[config.mk]
export PLATFORM = sky130hd
export DESIGN_NAME = pivota_order_executor_flat
export DESIGN_NICKNAME = d
export VERILOG_FILES = /design/src/rtl/pivota_order_executor_if.sv /design/src/rtl/pivota_order_executor.sv /design/src/flat_wrapper.sv
export SDC_FILE = /design/constraint.sdc
export NUM_CORES = 1
export LEC_CHECK = 0
export BUFFER_PORTS_ARGS = -buffer_cell sky130_fd_sc_hd__buf_2
export CORE_MARGIN = 5
export CORE_UTILIZATION = 45
export DETAILED_ROUTE_END_ITERATION = 10
export GPL_ROUTABILITY_DRIVEN = 0
export PLACE_DENSITY_LB_ADDON = 0.25
export SLEW_MARGIN = 0
export SYNTH_ARGS = -nofsm -noshare
export SYNTH_HDL_FRONTEND = slang
export SYNTH_SLANG_ARGS = --single-unit
[constraint.sdc]
create_clock -name clk -period 9.1 [get_ports clk]
set_input_delay 0.455 -clock clk [delete_from_list [all_inputs] [get_ports clk]]
set_output_delay 0.455 -clock clk [all_outputs]
set_load 0.01 [all_outputs]
[src/rtl/pivota_order_executor_if.sv]
// pivota_order_executor_if: order and fill channels of the order executor.
//   Order channel : ord_valid/ord_ready handshake carrying ord_type, ord_qty.
//                   price is the live market price and is sampled at execution.
//   Fill channel  : fill_valid/fill_ready handshake carrying fill_status,
//                   fill_type, fill_qty.
//   master = order source / report consumer, slave = executor.
interface pivota_order_executor_if;
    logic        ord_valid;
    logic        ord_ready;
    logic [3:0]  ord_type;
    logic [3:0]  ord_qty;
    logic [31:0] price;
    logic        fill_valid;
    logic        fill_ready;
    logic [1:0]  fill_status;
    logic [3:0]  fill_type;
    logic [3:0]  fill_qty;

    modport master (
        output ord_valid, ord_type, ord_qty, price, fill_ready,
        input  ord_ready, fill_valid, fill_status, fill_type, fill_qty
    );

    modport slave (
        input  ord_valid, ord_type, ord_qty, price, fill_ready,
        output ord_ready, fill_valid, fill_status, fill_type, fill_qty
    );
endinterface

[src/rtl/pivota_order_executor.sv]
// pivota_order_executor: buffers BUY/SELL orders in a FIFO and executes them
// one at a time against a cash balance and a signed position, reporting each
// outcome on the fill channel.
//   clk        : sole clock, rising edge
//   rst        : asynchronous active-high reset
//   bus        : order/fill channels (slave modport)
//   position   : signed net holding
//   cash       : unsigned balance, INIT_CASH after reset
//   fill_cnt   : lifetime fills (saturating)
//   reject_cnt : lifetime rejects (saturating)
// Build option: define PIVOTA_SHORT_SELL_EN to allow SELL below zero position
// (down to -32768); undefined, a SELL larger than the position is rejected.
module pivota_order_executor #(
    parameter int unsigned FIFO_DEPTH = 8,
    parameter logic [31:0] INIT_CASH  = 32'd1000
) (
    input  logic                     clk,
    input  logic                     rst,
    pivota_order_executor_if.slave   bus,
    output logic signed [15:0]       position,
    output logic [31:0]              cash,
    output logic [15:0]              fill_cnt,
    output logic [15:0]              reject_cnt
);

    localparam int unsigned AW = $clog2(FIFO_DEPTH);
    localparam int unsigned CW = AW + 1;

    typedef enum logic [1:0] {S_IDLE, S_EXEC, S_REPORT} state_t;

    state_t          state;
    logic [7:0]      mem [FIFO_DEPTH];
    logic [AW-1:0]   wr_ptr;
    logic [AW-1:0]   rd_ptr;
    logic [CW-1:0]   count;
    logic [CW-1:0]   count_next;
    logic            ready_q;
    logic            push;
    logic            pop;

    logic [3:0]      op_type;
    logic [3:0]      op_qty;
    logic            fill_valid_q;
    logic [1:0]      fill_status_q;
    logic [3:0]      fill_type_q;
    logic [3:0]      fill_qty_q;

    logic [35:0]         cost;
    logic [36:0]         cash_sum;
    logic signed [17:0]  pos_ext;
    logic signed [17:0]  qty_ext;
    logic signed [17:0]  buy_pos;
    logic signed [17:0]  sell_pos;
    logic [1:0]          exec_status;
    logic signed [15:0]  pos_n;
    logic [31:0]         cash_n;

    assign bus.ord_ready   = ready_q;
    assign bus.fill_valid  = fill_valid_q;
    assign bus.fill_status = fill_status_q;
    assign bus.fill_type   = fill_type_q;
    assign bus.fill_qty    = fill_qty_q;

    assign push = bus.ord_valid & ready_q;
    assign pop  = (state == S_IDLE) && (count != '0);

    // Occupancy after this cycle's push/pop; simultaneous push+pop cancel.
    always_comb begin
        count_next = count;
        case ({push, pop})
            2'b10:   count_next = count + CW'(1);
            2'b01:   count_next = count - CW'(1);
            default: count_next = count;
        endcase
    end

    // FIFO pointers and registered not-full flag.
    always_ff @(posedge clk or posedge rst) begin
        if (rst) begin
            wr_ptr  <= '0;
            rd_ptr  <= '0;
            count   <= '0;
            ready_q <= 1'b1;
        end else begin
            if (push) wr_ptr <= wr_ptr + AW'(1);
            if (pop)  rd_ptr <= rd_ptr + AW'(1);
            count   <= count_next;
            ready_q <= (count_next != CW'(FIFO_DEPTH));
        end
    end

    // FIFO storage: {type, qty}; contents need no reset.
    always_ff @(posedge clk) begin
        if (push) mem[wr_ptr] <= {bus.ord_type, bus.ord_qty};
    end

    // Execution rules for the order held in the operand registers.
    always_comb begin
        cost        = 36'(bus.price) * 36'(op_qty);
        cash_sum    = 37'(cash) + 37'(cost);
        pos_ext     = 18'(position);
        qty_ext     = {14'b0, op_qty};
        buy_pos     = pos_ext + qty_ext;
        sell_pos    = pos_ext - qty_ext;
        exec_status = 2'd0;
        pos_n       = position;
        cash_n      = cash;
        case (op_type)
            4'd1: begin
                if (cost > 36'(cash)) begin
                    exec_status = 2'd1;
                end else if (buy_pos > 18'sd32767) begin
                    exec_status = 2'd2;
                end else begin
                    cash_n = cash - 32'(cost);
                    pos_n  = 16'(buy_pos);
                end
            end
            4'd2: begin
`ifdef PIVOTA_SHORT_SELL_EN
                if (sell_pos < -18'sd32768) begin
`else
                if (sell_pos < 18'sd0) begin
`endif
                    exec_status = 2'd2;
                end else begin
                    pos_n  = 16'(sell_pos);
                    cash_n = (cash_sum > 37'h0_FFFF_FFFF) ? '1 : 32'(cash_sum);
                end
            end
            default: exec_status = 2'd3;
        endcase
    end

    // Control FSM: IDLE pops an order, EXEC applies it, REPORT holds the fill.
    always_ff @(posedge clk or posedge rst) begin
        if (rst) begin
            state         <= S_IDLE;
            op_type       <= '0;
            op_qty        <= '0;
            fill_valid_q  <= 1'b0;
            fill_status_q <= '0;
            fill_type_q   <= '0;
            fill_qty_q    <= '0;
            position      <= '0;
            cash          <= INIT_CASH;
            fill_cnt      <= '0;
            reject_cnt    <= '0;
        end else begin
            case (state)
                S_IDLE: begin
                    if (pop) begin
                        {op_type, op_qty} <= mem[rd_ptr];
                        state             <= S_EXEC;
                    end
                end
                S_EXEC: begin
                    fill_status_q <= exec_status;
                    fill_type_q   <= op_type;
                    fill_qty_q    <= op_qty;
                    position      <= pos_n;
                    cash          <= cash_n;
                    if (exec_status == 2'd0) begin
                        if (fill_cnt != 16'hFFFF) fill_cnt <= fill_cnt + 16'd1;
                    end else begin
                        if (reject_cnt != 16'hFFFF) reject_cnt <= reject_cnt + 16'd1;
                    end
                    fill_valid_q <= 1'b1;
                    state        <= S_REPORT;
                end
                S_REPORT: begin
                    if (bus.fill_ready) begin
                        fill_valid_q <= 1'b0;
                        state        <= S_IDLE;
                    end
                end
                default: state <= S_IDLE;
            endcase
        end
    end

endmodule
[src/flat_wrapper.sv]
// flat-port wrapper written by rule: the top's interface ports become plain ports
module pivota_order_executor_flat 
#(
    parameter int unsigned FIFO_DEPTH = 8,
    parameter logic [31:0] INIT_CASH  = 32'd1000
)
  (clk, rst, position, cash, fill_cnt, reject_cnt, bus_ord_valid, bus_ord_type, bus_ord_qty, bus_price, bus_fill_ready, bus_ord_ready, bus_fill_valid, bus_fill_status, bus_fill_type, bus_fill_qty);
  pivota_order_executor_if bus_i ();
  input  logic clk;
  input  logic rst;
  output logic signed [15:0] position;
  output logic [31:0] cash;
  output logic [15:0] fill_cnt;
  output logic [15:0] reject_cnt;
  input wire logic [$bits(bus_i.ord_valid)-1:0] bus_ord_valid;
  input wire logic [$bits(bus_i.ord_type)-1:0] bus_ord_type;
  input wire logic [$bits(bus_i.ord_qty)-1:0] bus_ord_qty;
  input wire logic [$bits(bus_i.price)-1:0] bus_price;
  input wire logic [$bits(bus_i.fill_ready)-1:0] bus_fill_ready;
  output wire logic [$bits(bus_i.ord_ready)-1:0] bus_ord_ready;
  output wire logic [$bits(bus_i.fill_valid)-1:0] bus_fill_valid;
  output wire logic [$bits(bus_i.fill_status)-1:0] bus_fill_status;
  output wire logic [$bits(bus_i.fill_type)-1:0] bus_fill_type;
  output wire logic [$bits(bus_i.fill_qty)-1:0] bus_fill_qty;
  assign bus_i.ord_valid = bus_ord_valid;
  assign bus_i.ord_type = bus_ord_type;
  assign bus_i.ord_qty = bus_ord_qty;
  assign bus_i.price = bus_price;
  assign bus_i.fill_ready = bus_fill_ready;
  assign bus_ord_ready = bus_i.ord_ready;
  assign bus_fill_valid = bus_i.fill_valid;
  assign bus_fill_status = bus_i.fill_status;
  assign bus_fill_type = bus_i.fill_type;
  assign bus_fill_qty = bus_i.fill_qty;
  pivota_order_executor #(.FIFO_DEPTH(FIFO_DEPTH), .INIT_CASH(INIT_CASH)) u_core (.clk(clk), .rst(rst), .bus(bus_i), .position(position), .cash(cash), .fill_cnt(fill_cnt), .reject_cnt(reject_cnt));
endmodule
==> flow_summary.toml, run 1 <==
[run_status]
status = "complete, no violations"

[critical_path]
crit_required_ps = 9440
path_common_cell = "fa_1"
crit_slowest_cell = "dfrtp_1"
start_kind = "register"
end_kind = "register"
r2r_cells = 23
crit_cells = 23
cpPeakStageDelay_ps = 1050
crit_fanout = 36
cp_top_family = "simple AND/OR/NAND/NOR gates"
cp_num_buf_inv = 1
crit_arrival_ps = 8510
path_cells = "nand2_1, fa_1, fa_1, inv_1, fa_1, a21oi_1, o22ai_1, a221o_1, o21a_1, a21oi_1, nor2b_1, a31o_2, xor2_1, ha_1, or4_1, nand2b_1, nor4_1, a21o_1, o2bb2ai_2, o31ai_1, nand3b_1, or4_1, xnor2_1"
critical_path_class = "reg -> reg"

[synthesis]
synth_xor_area_share_pct = 6.762
synth_area_leader_cell = "dfrtp_1"
synth_edf_count = 64
synth_seq_area_share_pct = 29.00
syn-num-nets = 2052
synth_compound_area_share_pct = 16.50
avgSynthCellArea_um2 = 9.153
synthSimpleGateAreaFrac_pct = 16.31
synth_adder_area_share_pct = 20.24
yosys_register_bits = 176
synthMuxAreaShare_pct = 3.933
yosys-top-cells-area = "dfrtp_1, ha_1, edfxtp_1"
ys.flop_type = "dfrtp_1"
synth_area_um2 = 16320
synth_top_family_by_area = "adder cells"
ys_warn_count = 0
netlist.area_leader.share_pct = 16.10
synthCells = 1783
synth_cell_types = 92
async_reset_ff_share_pct = 63.64

[sta]
rsz0062_at_grt = "no"
hold_violations = 0
drv_slew = 0
relSlewSlack_pct = 24.15
setup_viol = 0
post-route-worst-setup-slack_ps = 929.1
finalCriticalPeriod_ps = 8171
worst_pin_slew_ps = 1138
fin_hold_ws_ps = 87.12
max_freq_ghz = 0.1224
fin_crit_sh_pct = 89.79
skew_ps = 13.40
fin_tns_setup_ps = 0

[layout]
postLayoutCellArea_um2 = 17990
multiInputGateArea_um2 = 10420
nFillCells = 3377
final_layout_size_suffix_gt1_share_pct = 13.28
nets = 2154
area.growth.synth_to_final_pct = 10.22
layout_commonest_cell = "inv_1"
layout.area.seq_um2 = 4733
final_cell_mix = "inv_1, ha_1, buf_2"

[route]
avgViaCountPerCell = 5.630
first_pass_iters = 5
wl_per_cell_um = 18.15
drc = 0
num_vias = 13310
wl_um = 42910
antenna_left = 0
drt_iter0_drc = 962

[global_route]
grt_max_degree = 69
grt_pass1_vias = 13170
antenna_found_initial = 12
grt.total_usage_pct = 21.04
grt_pass1_wl_um = 69990
gr-total-overflow = 0

[run]
maxCapViolCount = 0

[floorplan]
rows = 69
die_area_um2 = 40170
initial_utilization_pct = 45.77
io_pins = 136
dieWidth_um = 200.4
fp.coreArea_um2 = 35660
die_y_um = 200.4

[cts]
hold_buffers = 0
cts_buffers = 17
cts_num_sinks = 176
clk_pin_slew_ps = 80
cts_tree = "built"
ctsResizeCount = 0
ctsLongestPathBuffers = 2
root_buffer = "clkbuf_16"
post_cts_buffers = 0
clkLatencyLatePin_ps = 450
htreeDepth = 4

[hold_path]
min_path_type = "in -> async"

[placement]
numPortBuffers = 135
place_ws_ps = 982.9
dpl.hpwl_um = 33520
place_area_um2 = 17390
==> state kept, by name, indices dropped and copies added, names as in the netlist, 3 cells and up <==
register              count
u_core.op_qty             4
u_core.mem               64
u_core.fill_cnt          16
u_core.bus.fill_type      4
u_core.cash              32
u_core.op_type            4
u_core.bus.fill_qty       4
u_core.count              4
u_core.reject_cnt        16
u_core.wr_ptr             3
u_core.position          16
u_core.rd_ptr             3
==> through the flow <==
| step | utilization [%] | instances |
|---|---|---|
| global route | 50.45 | 2364 |
| detailed placement | 48.78 | 2327 |
| finish | 50.45 | 2364 |
| CTS | 50.41 | 2359 |
| global placement | 48.78 | 2327 |
| floorplan | - | 1783 |
==> cell families after synthesis <==
family                   after synthesis
AND/OR/NAND/NOR                      513
AO/OA/AOI/OAI                        398
buffers and inverters                303
adder cells (fa/ha/maj)              225
flip-flops                           176
XOR/XNOR                             126
multiplexers                          42
==> synthesized netlist by cell type, types with 48 or more instances <==
library cell and instances:
o21ai_0 69, nor3_1 48, inv_1 238, dfrtp_1 105, xnor2_1 85, fa_1 65, and2_1 83, nand2_1 129
edfxtp_1 64, nor2_1 81, a21oi_1 114, ha_1 160
==> layer usage <==
| layer | part of all wire, % | track usage (%) |
|---|---|---|
| met1 | 46 | 29.23 |
| met2 | 46 | 33.79 |
| met3 | 5.3 | 3.958 |
| met4 | 2.4 | 6.121 |
| met5 | 0.19 | 0 |
==> area by class of cell <==
type                    instances  area share [%]
repair buffers                148           4.299
multi-input cells            1304           57.90
diodes                          5         0.06956
flip-flops and latches        176           26.31
inverters                     238           4.981
clock inverters                14          0.7860
clock buffers                  18           2.442
well taps                     461           3.207
==> final timing paths <==
kind,start,end,slack (ps)
setup / recovery,u_core.op_qty[3],u_core.fill_cnt[8],930
hold / removal,rst,u_core.count[1],90
setup reg to reg,u_core.op_qty[3],u_core.fill_cnt[8],930
hold reg to reg,u_core.state[1],u_core.bus.fill_valid,490
max in group asynchronous,rst,u_core.cash[12],7610
min in group clk,bus_ord_type[3],u_core.mem[0][7],270
Power of run 1 is not shown: default switching activity piles up to over one toggle a cycle in this logic, so the estimate is an artifact.
==> run 2: changes to the inputs <==
--- a/config.mk
+++ b/config.mk
@@ -7,7 +7,7 @@
 export LEC_CHECK = 0
 export BUFFER_PORTS_ARGS = -buffer_cell sky130_fd_sc_hd__buf_2
 export CORE_MARGIN = 5
-export CORE_UTILIZATION = 45
+export CORE_UTILIZATION = 40
 export DETAILED_ROUTE_END_ITERATION = 10
 export GPL_ROUTABILITY_DRIVEN = 0
 export PLACE_DENSITY_LB_ADDON = 0.25
==> run 2 against run 1 <==
Compared with the run above: first-iteration DRC count is 9.1% lower; register-to-register slack improved by 170 ps; final cell count is 3.2% higher; final area rose by 0.68%; worst hold slack lost 17 ps; critical path depth rose by 3; routed wire length up 1.4%; non-clock buffer count rose by 1; via count decreased by 1.2%; largest cell class unchanged.
==> flow_summary.toml, run 2 (synthesis gave the netlist of run 1 again) <==
[cts]
ctsResizeCount = 0
post_cts_buffers = 0
ctsLongestPathBuffers = 2
cts_buffers = 17
clk_pin_slew_ps = 80
clkLatencyLatePin_ps = 450
cts_tree = "built"
htreeDepth = 4
root_buffer = "clkbuf_16"
hold_buffers = 0
cts_num_sinks = 176

[critical_path]
timing.rr.start = "u_core.op_qty[1]"
reg2reg_slack_ps = 1100
start_kind = "register"
reg2reg_to = "u_core.fill_cnt[8]"
crit_arrival_ps = 8320
critical_path_class = "reg -> reg"
crit_fanout = 25
end_kind = "register"
crit_slowest_cell = "or4_1"
cpPeakStageDelay_ps = 660
crit_required_ps = 9430
r2r_cells = 26
path_common_cell = "inv_1"

[placement]
numPortBuffers = 135
dpl.hpwl_um = 34100
place_ws_ps = 1234
place_inst = 2399

[floorplan]
die_y_um = 212.0
io_pins = 136
fp.coreArea_um2 = 40550
dieWidth_um = 212.0
die_area_um2 = 44940
rows = 74
initial_utilization_pct = 40.24

[sta]
finalCriticalPeriod_ps = 7997
hold_violations = 0
setup_viol = 0
max_freq_ghz = 0.1251
worst_pin_slew_ps = 1131
fin_crit_sh_pct = 87.88
relSlewSlack_pct = 24.60
fin_tns_setup_ps = 0
post-route-worst-setup-slack_ps = 1103
skew_ps = 14.72
rsz0062_at_grt = "no"
drv_slew = 0

[hold_path]
min_path_type = "in -> async"

[run]
maxCapViolCount = 0

[global_route]
globalRouteMet2Util_pct = 31.05
top_usage_layer = "met2"
use_met3_pct = 3.984
grt.total_usage_pct = 19.46
met1_usage_pct = 27.08
grt_max_degree = 67
antenna_found_initial = 14
grt_pass1_vias = 13000
grt_pass1_wl_um = 70190
gr-total-overflow = 0

[route]
antenna_left = 0
wl_um = 43490
wl_per_cell_um = 17.83
drc = 0
num_vias = 13140
first_pass_iters = 5
drt_iter0_drc = 874
avgViaCountPerCell = 5.389

[layout]
largest_reg_flops = 64
final_cell_mix = "inv_1, ha_1, buf_2"
reg.largest.list = "u_core.mem: 64 flops, u_core.cash: 32 flops"
layout_commonest_cell = "inv_1"
fin_cells = 2439
area.growth.synth_to_final_pct = 10.97
nets = 2155
final_layout_size_suffix_gt1_share_pct = 13.32
max_flop_register = "u_core.mem"

[run_status]
status = "complete, no violations"
## run 2: cell count changes in the layout (fill, tap and decap cells not counted), sizes merged
cell and delta:
inv -2, clkinvlp +1, buf +1, diode +3
clkbuf +1
## run 2: layer usage
metal	vias to the layer above	part of all wire, %
met5	-	0.18
met4	12	2.0
met3	63	5.4
met2	328	46
met1	6344	46
li1	6396	-
## run 2: worst max-delay path by stage
stage                           startpoint            endpoint  slack, ps
after detailed placement  u_core.op_qty[1]  u_core.fill_cnt[8]       1230
after global routing      u_core.op_qty[1]  u_core.fill_cnt[8]        590
after global placement    u_core.op_qty[1]  u_core.fill_cnt[8]       1490
final                     u_core.op_qty[1]  u_core.fill_cnt[8]       1100
after floorplan           u_core.op_qty[1]  u_core.fill_cnt[1]       2400
after CTS                 u_core.op_qty[1]  u_core.fill_cnt[8]       1200
## run 2: final cells by class
| type | count | area [µm²] |
|---|---|---|
| Clock buffer | 19 | 464.2 |
| Sequential cell | 176 | 4733 |
| Antenna cell | 8 | 20.02 |
| Inverter | 238 | 895.9 |
| Tap cell | 532 | 665.6 |
| Fill cell | 3913 | 22440 |
| Clock inverter | 13 | 135.1 |
| Timing Repair Buffer | 149 | 780.7 |
| Multi-Input combinational cell | 1304 | 10420 |
## run 2: worst max-delay path, delay by kind of cell, from the launching register on
kind / cells / cell delay, ps
buffers and inverters: 4 / 540
AOI/OAI and AO/OA: 6 / 1210
and+or+nand+nor: 10 / 3300
DFF: 1 / 550
adders and majority gates: 4 / 1910
xor gates and xnor gates: 2 / 340
## run 2: through the flow
| step | area (µm²) | util, % | hold slack (ps) |
|---|---|---|---|
| 2_1_floorplan | 16320 | - | 455.6 |
| 3_3_place_gp | 17490 | 43.13 | 473.0 |
| 3_5_place_dp | 17490 | 43.13 | 478.1 |
| 4_1_cts | 18090 | 44.61 | 96.14 |
| 5_1_grt | 18100 | 44.64 | 115.1 |
| 6_report | 18110 | 44.66 | 70.57 |
Power of run 2 is left out for the same reason.
==> run 3: changes to the inputs <==
--- a/config.mk
+++ b/config.mk
@@ -6,6 +6,7 @@
 export NUM_CORES = 1
 export LEC_CHECK = 0
 export BUFFER_PORTS_ARGS = -buffer_cell sky130_fd_sc_hd__buf_2
+export CORE_ASPECT_RATIO = 0.9
 export CORE_MARGIN = 5
 export CORE_UTILIZATION = 40
 export DETAILED_ROUTE_END_ITERATION = 10
==> run 3 against run 2 <==
Compared with the run above: setup slack better by 63 ps; count of clock-buffer cells in the layout shrank 2; sequential share of layout area barely moved; register-to-register slack gained 60 ps; final area about the same; core utilization increased by 0.10 points.
==> flow_summary.toml, run 3 (synthesis gave the netlist of run 1 again) <==
[run_status]
status = "complete, no violations"

[sta]
drv_slew = 0
relSlewSlack_pct = 18.00
rsz0062_at_grt = "no"
fin_crit_sh_pct = 87.18
finalCriticalPeriod_ps = 7934
fin_tns_setup_ps = 0
hold_violations = 0
worst_pin_slew_ps = 1230
skew_ps = 25.06
setup_viol = 0
max_freq_ghz = 0.1260

[global_route]
grt.total_usage_pct = 19.74
grt_max_degree = 65
antenna_found_initial = 8
grt_pass1_wl_um = 72310
gr-total-overflow = 0
grt_pass1_vias = 13120

[route]
avgViaCountPerCell = 5.427
route.met3.wl_um = 3091
wl_um = 44310
routed-wl-met2_um = 19560
highest_layer = "met5"
wl_per_cell_um = 18.14
num_vias = 13260
antenna_left = 0
drc = 0
first_pass_iters = 6
wl_met1_um = 20750
drt_iter0_drc = 1165

[cts]
htreeDepth = 4
post_cts_buffers = 0
root_buffer = "clkbuf_16"
cts_num_sinks = 176
hold_buffers = 0
clk_pin_slew_ps = 80
ctsResizeCount = 0
cts_buffers = 17
clkLatencyLatePin_ps = 470
cts_tree = "built"
ctsLongestPathBuffers = 2

[hold_path]
min_path_type = "in -> async"

[critical_path]
cp_num_buf_inv = 4
setup.worst_path.start = "u_core.op_qty[1]"
end_kind = "register"
crit_fanout = 23
crit_required_ps = 9440
cp_top_family = "simple AND/OR/NAND/NOR gates"
timing.rr.start = "u_core.op_qty[1]"
crit_slowest_cell = "or4_1"
path_common_cell = "inv_1"
crit_arrival_ps = 8270
cpPeakStageDelay_ps = 670
start_kind = "register"
critical_path_class = "reg -> reg"

[run]
maxCapViolCount = 0

[layout]
final_layout_size_suffix_gt1_share_pct = 13.32
final_cell_mix = "inv_1, ha_1, buf_2"
layout_commonest_cell = "inv_1"
nets = 2155
reg.largest.list = "u_core.mem: 64 flops, u_core.cash: 32 flops"
largest_reg_flops = 64
area.growth.synth_to_final_pct = 10.98
max_flop_register = "u_core.mem"

[placement]
dpl.hpwl_um = 34390
numPortBuffers = 135

[floorplan]
io_pins = 136
rows = 70
die_area_um2 = 44940
fp.coreArea_um2 = 40460
dieWidth_um = 222.9
die_y_um = 201.6
initial_utilization_pct = 40.33
run 3: cell count changes in the layout (fill, tap and decap cells not counted), moves of 2 or more:
cell,delta
clkinv_4,-4
diode_2,-4
inv_6,+3
bufinv_16,+2
clkinv_2,+2
run 3: final cells by class:
type / count / area, µm²
antenna: 4 / 10.01
clock buffer: 17 / 425.4
clock inverter: 15 / 175.2
fill: 3981 / 22350
inverter: 238 / 895.9
multi-input combinational: 1304 / 10420
sequential: 176 / 4733
tap: 540 / 675.6
timing repair buffer: 149 / 780.7
run 3: path summary, 6_finish.rpt:
kind,slack [ps],end,depth (start not counted)
min,80,u_core.wr_ptr[2],2
max reg2reg,1170,u_core.fill_cnt[8],26
max in group asynchronous,7630,u_core.cash[21],3
min reg2reg,500,u_core.reject_cnt[8],1
min in group clk,270,u_core.mem[4][1],1
max,1170,u_core.fill_cnt[8],26
run 3: routing by layer:
layer	up-vias	global-route usage (%)
li1	6385	-
met1	6430	27.97
met2	374	30.37
met3	61	5.383
met4	8	4.375
met5	-	0
run 3: worst register-to-register path: cells and delay by family, from the launching register on:
kind / cells / cell delay [ps]
DFF: 1 / 570
buffers and inverters: 4 / 550
and+or+nand+nor: 10 / 3300
AOI/OAI and AO/OA: 6 / 1080
xor gates and xnor gates: 2 / 350
adders and majority gates: 4 / 1930
run 3: stage by stage:
step | hold WS [ps] | worst slack [ps] | util, % | instance area [µm²] | cells
after floorplan | 455.6 | 2403 | - | 16320 | 1783
after global placement | 475.6 | 1516 | 43.25 | 17500 | 2407
after detailed placement | 484.1 | 1250 | 43.25 | 17500 | 2407
after CTS | 93.19 | 1239 | 44.73 | 18100 | 2439
after global routing | 140.4 | 577.1 | 44.75 | 18110 | 2442
final | 84.63 | 1166 | 44.76 | 18110 | 2443
Power of run 3 is left out for the same reason.
